## src/rtl/reset_sequencer_pkg.sv

```systemverilog
// rtl/reset_sequencer_pkg.sv - shared states, defaults and stage names for reset_sequencer
package reset_sequencer_pkg;

  typedef enum logic [1:0] {
    ST_WAIT_LOCK = 2'd0,
    ST_RELEASE   = 2'd1,
    ST_RUN       = 2'd2,
    ST_SOFT_HOLD = 2'd3
  } rs_state_e;

  // Release order of the arm controller reset domains.
  typedef enum int {
    STG_BUS    = 0,
    STG_MOTION = 1,
    STG_SPI    = 2,
    STG_PWM    = 3
  } rs_stage_e;

  localparam int DEF_NUM_STAGES  = 4;
  localparam int DEF_LOCK_STABLE = 1024;
  localparam int DEF_STAGE_GAP   = 16;
  localparam int DEF_SOFT_HOLD   = 64;

  function automatic int max3(input int a, input int b, input int c);
    int m;
    m = (a > b) ? a : b;
    return (m > c) ? m : c;
  endfunction

  // Width of the shared counter; never narrower than one bit.
  function automatic int cnt_width(input int max_val);
    return (max_val > 1) ? $clog2(max_val) : 1;
  endfunction

endpackage

```

## src/rtl/sync_2ff.sv

```systemverilog
// rtl/sync_2ff.sv - single-bit two-flop synchronizer with async active-high reset
module sync_2ff (
  input  logic clk,
  input  logic rst,
  input  logic d,
  output logic q
);

  logic meta;

  // Two-stage capture of an asynchronous level; both stages clear on reset.
  always_ff @(posedge clk or posedge rst) begin
    if (rst) begin
      meta <= 1'b0;
      q    <= 1'b0;
    end else begin
      meta <= d;
      q    <= meta;
    end
  end

endmodule

```

## src/rtl/reset_sequencer.sv

```systemverilog
// rtl/reset_sequencer.sv - PLL-lock qualified, staged reset release with soft reset
module reset_sequencer
  import reset_sequencer_pkg::*;
#(
  parameter int NUM_STAGES  = DEF_NUM_STAGES,
  parameter int LOCK_STABLE = DEF_LOCK_STABLE,
  parameter int STAGE_GAP   = DEF_STAGE_GAP,
  parameter int SOFT_HOLD   = DEF_SOFT_HOLD
) (
  input  logic                  clk,
  input  logic                  rst,
  input  logic                  locked,
  input  logic                  soft_rst_req,
  output logic [NUM_STAGES-1:0] rst_out,
  output logic                  ready,
  output logic [1:0]            state,
  output logic [7:0]            lock_loss_cnt
);

  localparam int CW = cnt_width(max3(LOCK_STABLE, STAGE_GAP, SOFT_HOLD));
  localparam logic [CW-1:0]         LOCK_LAST = CW'(LOCK_STABLE - 1);
  localparam logic [CW-1:0]         GAP_LAST  = CW'(STAGE_GAP - 1);
  localparam logic [CW-1:0]         HOLD_LAST = CW'(SOFT_HOLD - 1);
  localparam logic [CW-1:0]         CNT_ONE   = CW'(1);
  localparam logic [NUM_STAGES-1:0] ALL_ON    = '1;

  rs_state_e             st_q, st_d;
  logic [CW-1:0]         cnt_q, cnt_d;
  logic [NUM_STAGES-1:0] rst_d;
  logic                  ready_d;
  logic [7:0]            loss_d;
  logic                  locked_s;

  sync_2ff u_lock_sync (
    .clk (clk),
    .rst (rst),
    .d   (locked),
    .q   (locked_s)
  );

  assign state = st_q;

  // State, shared counter and registered reset outputs.
  always_ff @(posedge clk or posedge rst) begin
    if (rst) begin
      st_q          <= ST_WAIT_LOCK;
      cnt_q         <= '0;
      rst_out       <= ALL_ON;
      ready         <= 1'b0;
      lock_loss_cnt <= 8'd0;
    end else begin
      st_q          <= st_d;
      cnt_q         <= cnt_d;
      rst_out       <= rst_d;
      ready         <= ready_d;
      lock_loss_cnt <= loss_d;
    end
  end

  // Next state: lock loss beats soft reset beats normal sequencing. The
  // released stages form a run of zeros at the bottom of rst_out, so a left
  // shift releases the next stage and keeps clearing strictly ascending.
  always_comb begin
    st_d    = st_q;
    cnt_d   = cnt_q;
    rst_d   = rst_out;
    ready_d = ready;
    loss_d  = lock_loss_cnt;
    if (st_q != ST_WAIT_LOCK && !locked_s) begin
      st_d    = ST_WAIT_LOCK;
      cnt_d   = '0;
      rst_d   = ALL_ON;
      ready_d = 1'b0;
      if (lock_loss_cnt != 8'hFF) begin
        loss_d = lock_loss_cnt + 8'd1;
      end
    end else if ((st_q == ST_RELEASE || st_q == ST_RUN) && soft_rst_req) begin
      st_d    = ST_SOFT_HOLD;
      cnt_d   = HOLD_LAST;
      rst_d   = ALL_ON;
      ready_d = 1'b0;
    end else begin
      unique case (st_q)
        ST_WAIT_LOCK: begin
          rst_d   = ALL_ON;
          ready_d = 1'b0;
          if (!locked_s) begin
            cnt_d = '0;
          end else if (cnt_q == LOCK_LAST) begin
            st_d  = ST_RELEASE;
            cnt_d = GAP_LAST;
            rst_d = ALL_ON << 1;
          end else begin
            cnt_d = cnt_q + CNT_ONE;
          end
        end
        ST_RELEASE: begin
          if (cnt_q != '0) begin
            cnt_d = cnt_q - CNT_ONE;
          end else if (rst_out != '0) begin
            rst_d = rst_out << 1;
            cnt_d = GAP_LAST;
          end else begin
            st_d    = ST_RUN;
            ready_d = 1'b1;
          end
        end
        ST_RUN: begin
        end
        ST_SOFT_HOLD: begin
          if (cnt_q != '0) begin
            cnt_d = cnt_q - CNT_ONE;
          end else begin
            st_d  = ST_RELEASE;
            cnt_d = GAP_LAST;
            rst_d = ALL_ON << 1;
          end
        end
      endcase
    end
  end

endmodule

```

## config.mk

```make
export PLATFORM = sky130hd
export DESIGN_NAME = reset_sequencer
export DESIGN_NICKNAME = d
export VERILOG_FILES = /design/src/rtl/reset_sequencer_pkg.sv /design/src/rtl/sync_2ff.sv /design/src/rtl/reset_sequencer.sv
export SDC_FILE = /design/constraint.sdc
export NUM_CORES = 1
export LEC_CHECK = 0
export CAP_MARGIN = 20
export CORE_ASPECT_RATIO = 0.7
export CORE_MARGIN = 1.5
export CORE_UTILIZATION = 40
export CTS_CLUSTER_DIAMETER = 30
export DETAILED_ROUTE_END_ITERATION = 12
export DONT_BUFFER_PORTS = 1
export GPL_ROUTABILITY_DRIVEN = 0
export PLACE_DENSITY = 0.57
export RECOVER_POWER = 25
export SLEW_MARGIN = 30
export SYNTH_ARGS = -nofsm -noshare
export SYNTH_HDL_FRONTEND = slang
export SYNTH_SLANG_ARGS = --single-unit
```

## constraint.sdc

```tcl
create_clock -name clk -period 2.3 [get_ports clk]
set_clock_uncertainty 0.1 [all_clocks]
set_input_delay 0.46 -clock clk [delete_from_list [all_inputs] [get_ports clk]]
set_output_delay 0.46 -clock clk [all_outputs]
set_load 0.02 [all_outputs]
```

==> results.toml <==
[worst_setup_path]
r2r-start = "cnt_q[0]"
cp.arrival_ns = 2.36
cp-start-kind = "register"
setup.worst_path.class = "register to register"
regToRegSetupSlack_ns = -0.009
critPathMaxFanout = 5
required_ns = 2.35
reg2regPathDepth = 8
crit_path_end_kind = "register"
r2r_end = "cnt_q[7]"

[clocking]
clkLatencyLatePin_ns = 0.28
htree_levels = 1
cts_buffers = 3
cts_root_buf = "clkbuf_8"
cts_tree = "built"
cts_buffer_depth = 2
hold_buffers = 0
cts.clk_slew.worst_paths_ns = 0.09
cts.sink_count = 27

[timing]
tightest_slew_ns = 1.471
worst_slack_ns = -0.009171
setup_violations = 1
grt_setup_unrepaired = "true"
finalCritPeriodShare = 1.004
final-hold-violation-count = 0
drv_slew = 0
finalSetupTns_ns = -0.009171
holdWs_ns = 0.1043
relSlewSlack = 0.01907
fmax_mhz = 433.1
finalCriticalPeriod_ns = 2.309

[die]
rows = 20
die_w_microns = 84.98
coreArea_sq_um = 4429
dieArea_sq_um = 5132
num_io_pins = 19
die_h_microns = 60.39
start_util = 0.4249

[routing]
drt-vias-per-instance = 6.226
post_drt_wl_per_cell_microns = 18.83
drt_iter0_drc = 145
vias = 1874
drc_errors = 0
ant_nets = 0
wirelength_microns = 5668
dr.pass1.iters = 5

[power]
leakage_uw = 0.001037
p_per_area_nw_per_um2 = 366.5
vdd_ir_drop_max_uv = 254.4

[synth]
synthCells = 213
yosysWarnings = 0
synth_flop_cell = "dfrtp_1"
seq_area_frac_synth = 0.3617
syn-cell-area_sq_um = 1882
synth_mux_area_frac = 0.01729
ys_seq_elements = 27
avgSynthCellArea_sq_um = 8.835
yosys.cell_types.count = 59
yosys.area_share.simple = 0.2174
synth_top_family_by_area = "compound AO/OA/AOI/OAI gates"
synth_compound_area_frac = 0.2673
synth-edff-count = 0
syn_nets = 223
synthXorXnorAreaFrac = 0.04654
synth_fa_ha_area_frac = 0.03989
synthArstFlopShare = 1.000

[global_routing]
grt_overflow = 0
antenna_found_initial = 0
grt_pass1_vias = 1736
globalRouteTotalUtil = 0.2237
grt_pass1_wl_microns = 8769
grt_max_degree = 28

[layout]
antennaDiodeCount = 0
final_cell_mix = "buf_4, dfrtp_1, nand2_1"
final_common_cell = "buf_4"
fin_nets = 257
area_growth_pct = 29.92
drive_above_1_share = 0.3740
final_cells = 301

[placement]
hpwl_microns = 4135
dp_cells = 294
port-buffer-count = 0
dp_slack_ns = -0.1603

[status]
violations = "setup timing"
status = "finished, violations left"

[worst_hold_path]
holdPathEnd = "u_lock_sync.meta"
hold_start = "locked"
hold_depth = 0
hp-class = "primary input to register"

[job]
maxCapViolCount = 0
[per-layer routing]
| metal | vias to the layer above | part of all wire | global-route usage |
|---|---|---|---|
| met4 | 0 | 0.014 | 0.06323 |
| met3 | 11 | 0.058 | 0.04626 |
| met2 | 76 | 0.44 | 0.3299 |
| met1 | 917 | 0.49 | 0.3331 |
| li1 | 870 | - | - |
| met5 | - | 0 | 0 |
[flip-flops by register name, indices dropped and copies added (netlist names)]
name,count
u_lock_sync.meta,1
ready,1
state,2
rst_out,4
u_lock_sync.q,1
cnt_q,10
lock_loss_cnt,8
[critical path: stages (launching register included)]
cell and delay, ns:
dfrtp_1 0.40, inv_2 0.08, ha_4 0.13, or4b_4 0.53
o31a_1 0.32, buf_4 0.16, a2bb2o_4 0.20, a31oi_4 0.20
a31oi_4 0.05
[synthesized netlist by cell type, types with 2 or more instances]
library cell	n	area share
nand3_1	5	0.013
o211ai_1	2	0.0080
a22o_1	2	0.0093
nor3_1	10	0.027
or2_2	6	0.020
a22oi_1	2	0.0080
a21oi_1	11	0.029
dfstp_2	4	0.056
clkbuf_1	13	0.026
nand4_1	4	0.013
or3_1	2	0.0066
dfrtp_1	23	0.31
nand2_1	20	0.040
a211o_1	2	0.0093
or4_1	2	0.0080
mux2_2	2	0.012
a31oi_1	7	0.023
xor2_1	3	0.014
o31ai_1	7	0.028
xnor2_1	7	0.033
and3_1	6	0.020
nor2_1	10	0.020
ha_1	6	0.040
o21ai_0	13	0.035
a2111oi_0	3	0.014
nor4_1	3	0.010
inv_1	6	0.012
[power breakdown]
part	switching (uW)	internal (uW)
Clock	148	124
Sequential	5.45	481
Combinational	74.2	63.1
Total	228	668
[how the worst max path moves through the flow]
stage,startpoint,endpoint,depth (start not counted)
2_1_floorplan,cnt_q[0],state[0],8
3_3_place_gp,state[1],cnt_q[7],9
3_5_place_dp,cnt_q[0],cnt_q[8],8
4_1_cts,cnt_q[0],cnt_q[0],7
5_1_grt,cnt_q[0],state[0],7
6_report,cnt_q[0],cnt_q[7],8
[cell type report]
type / instances / area [sq um]
inverter: 6 / 22.52
multi-input combinational: 164 / 1280
tap: 55 / 68.82
clock buffer: 4 / 45.04
fill: 407 / 1984
timing repair buffer: 45 / 346.6
sequential: 27 / 681.9
[through the flow]
step	power, uW	cell area, sq um	utilization
2_1_floorplan	565.8	1892	-
3_3_place_gp	603.8	2215	0.5000
3_5_place_dp	606.7	2215	0.5000
4_1_cts	887.0	2312	0.5220
5_1_grt	931.5	2445	0.5520
6_report	895.9	2445	0.5520
[cells by family (layout without fill, tap and decap cells)]
logic type      Yosys count  count (layout)
mux                       3               3
xor+xnor                 10              10
compound gates           68              68
simple gates             77              77
flops                    27              27
fa+ha+maj                 6               6
buf+inv                  22              55
[what timing repair did]
item	in CTS	in global routing
pin swaps	4	7
setup buffers	0	4
setup endpoints to repair	16	13
resized for setup	10	24
Note: power is estimated with default switching activity, not from simulation.
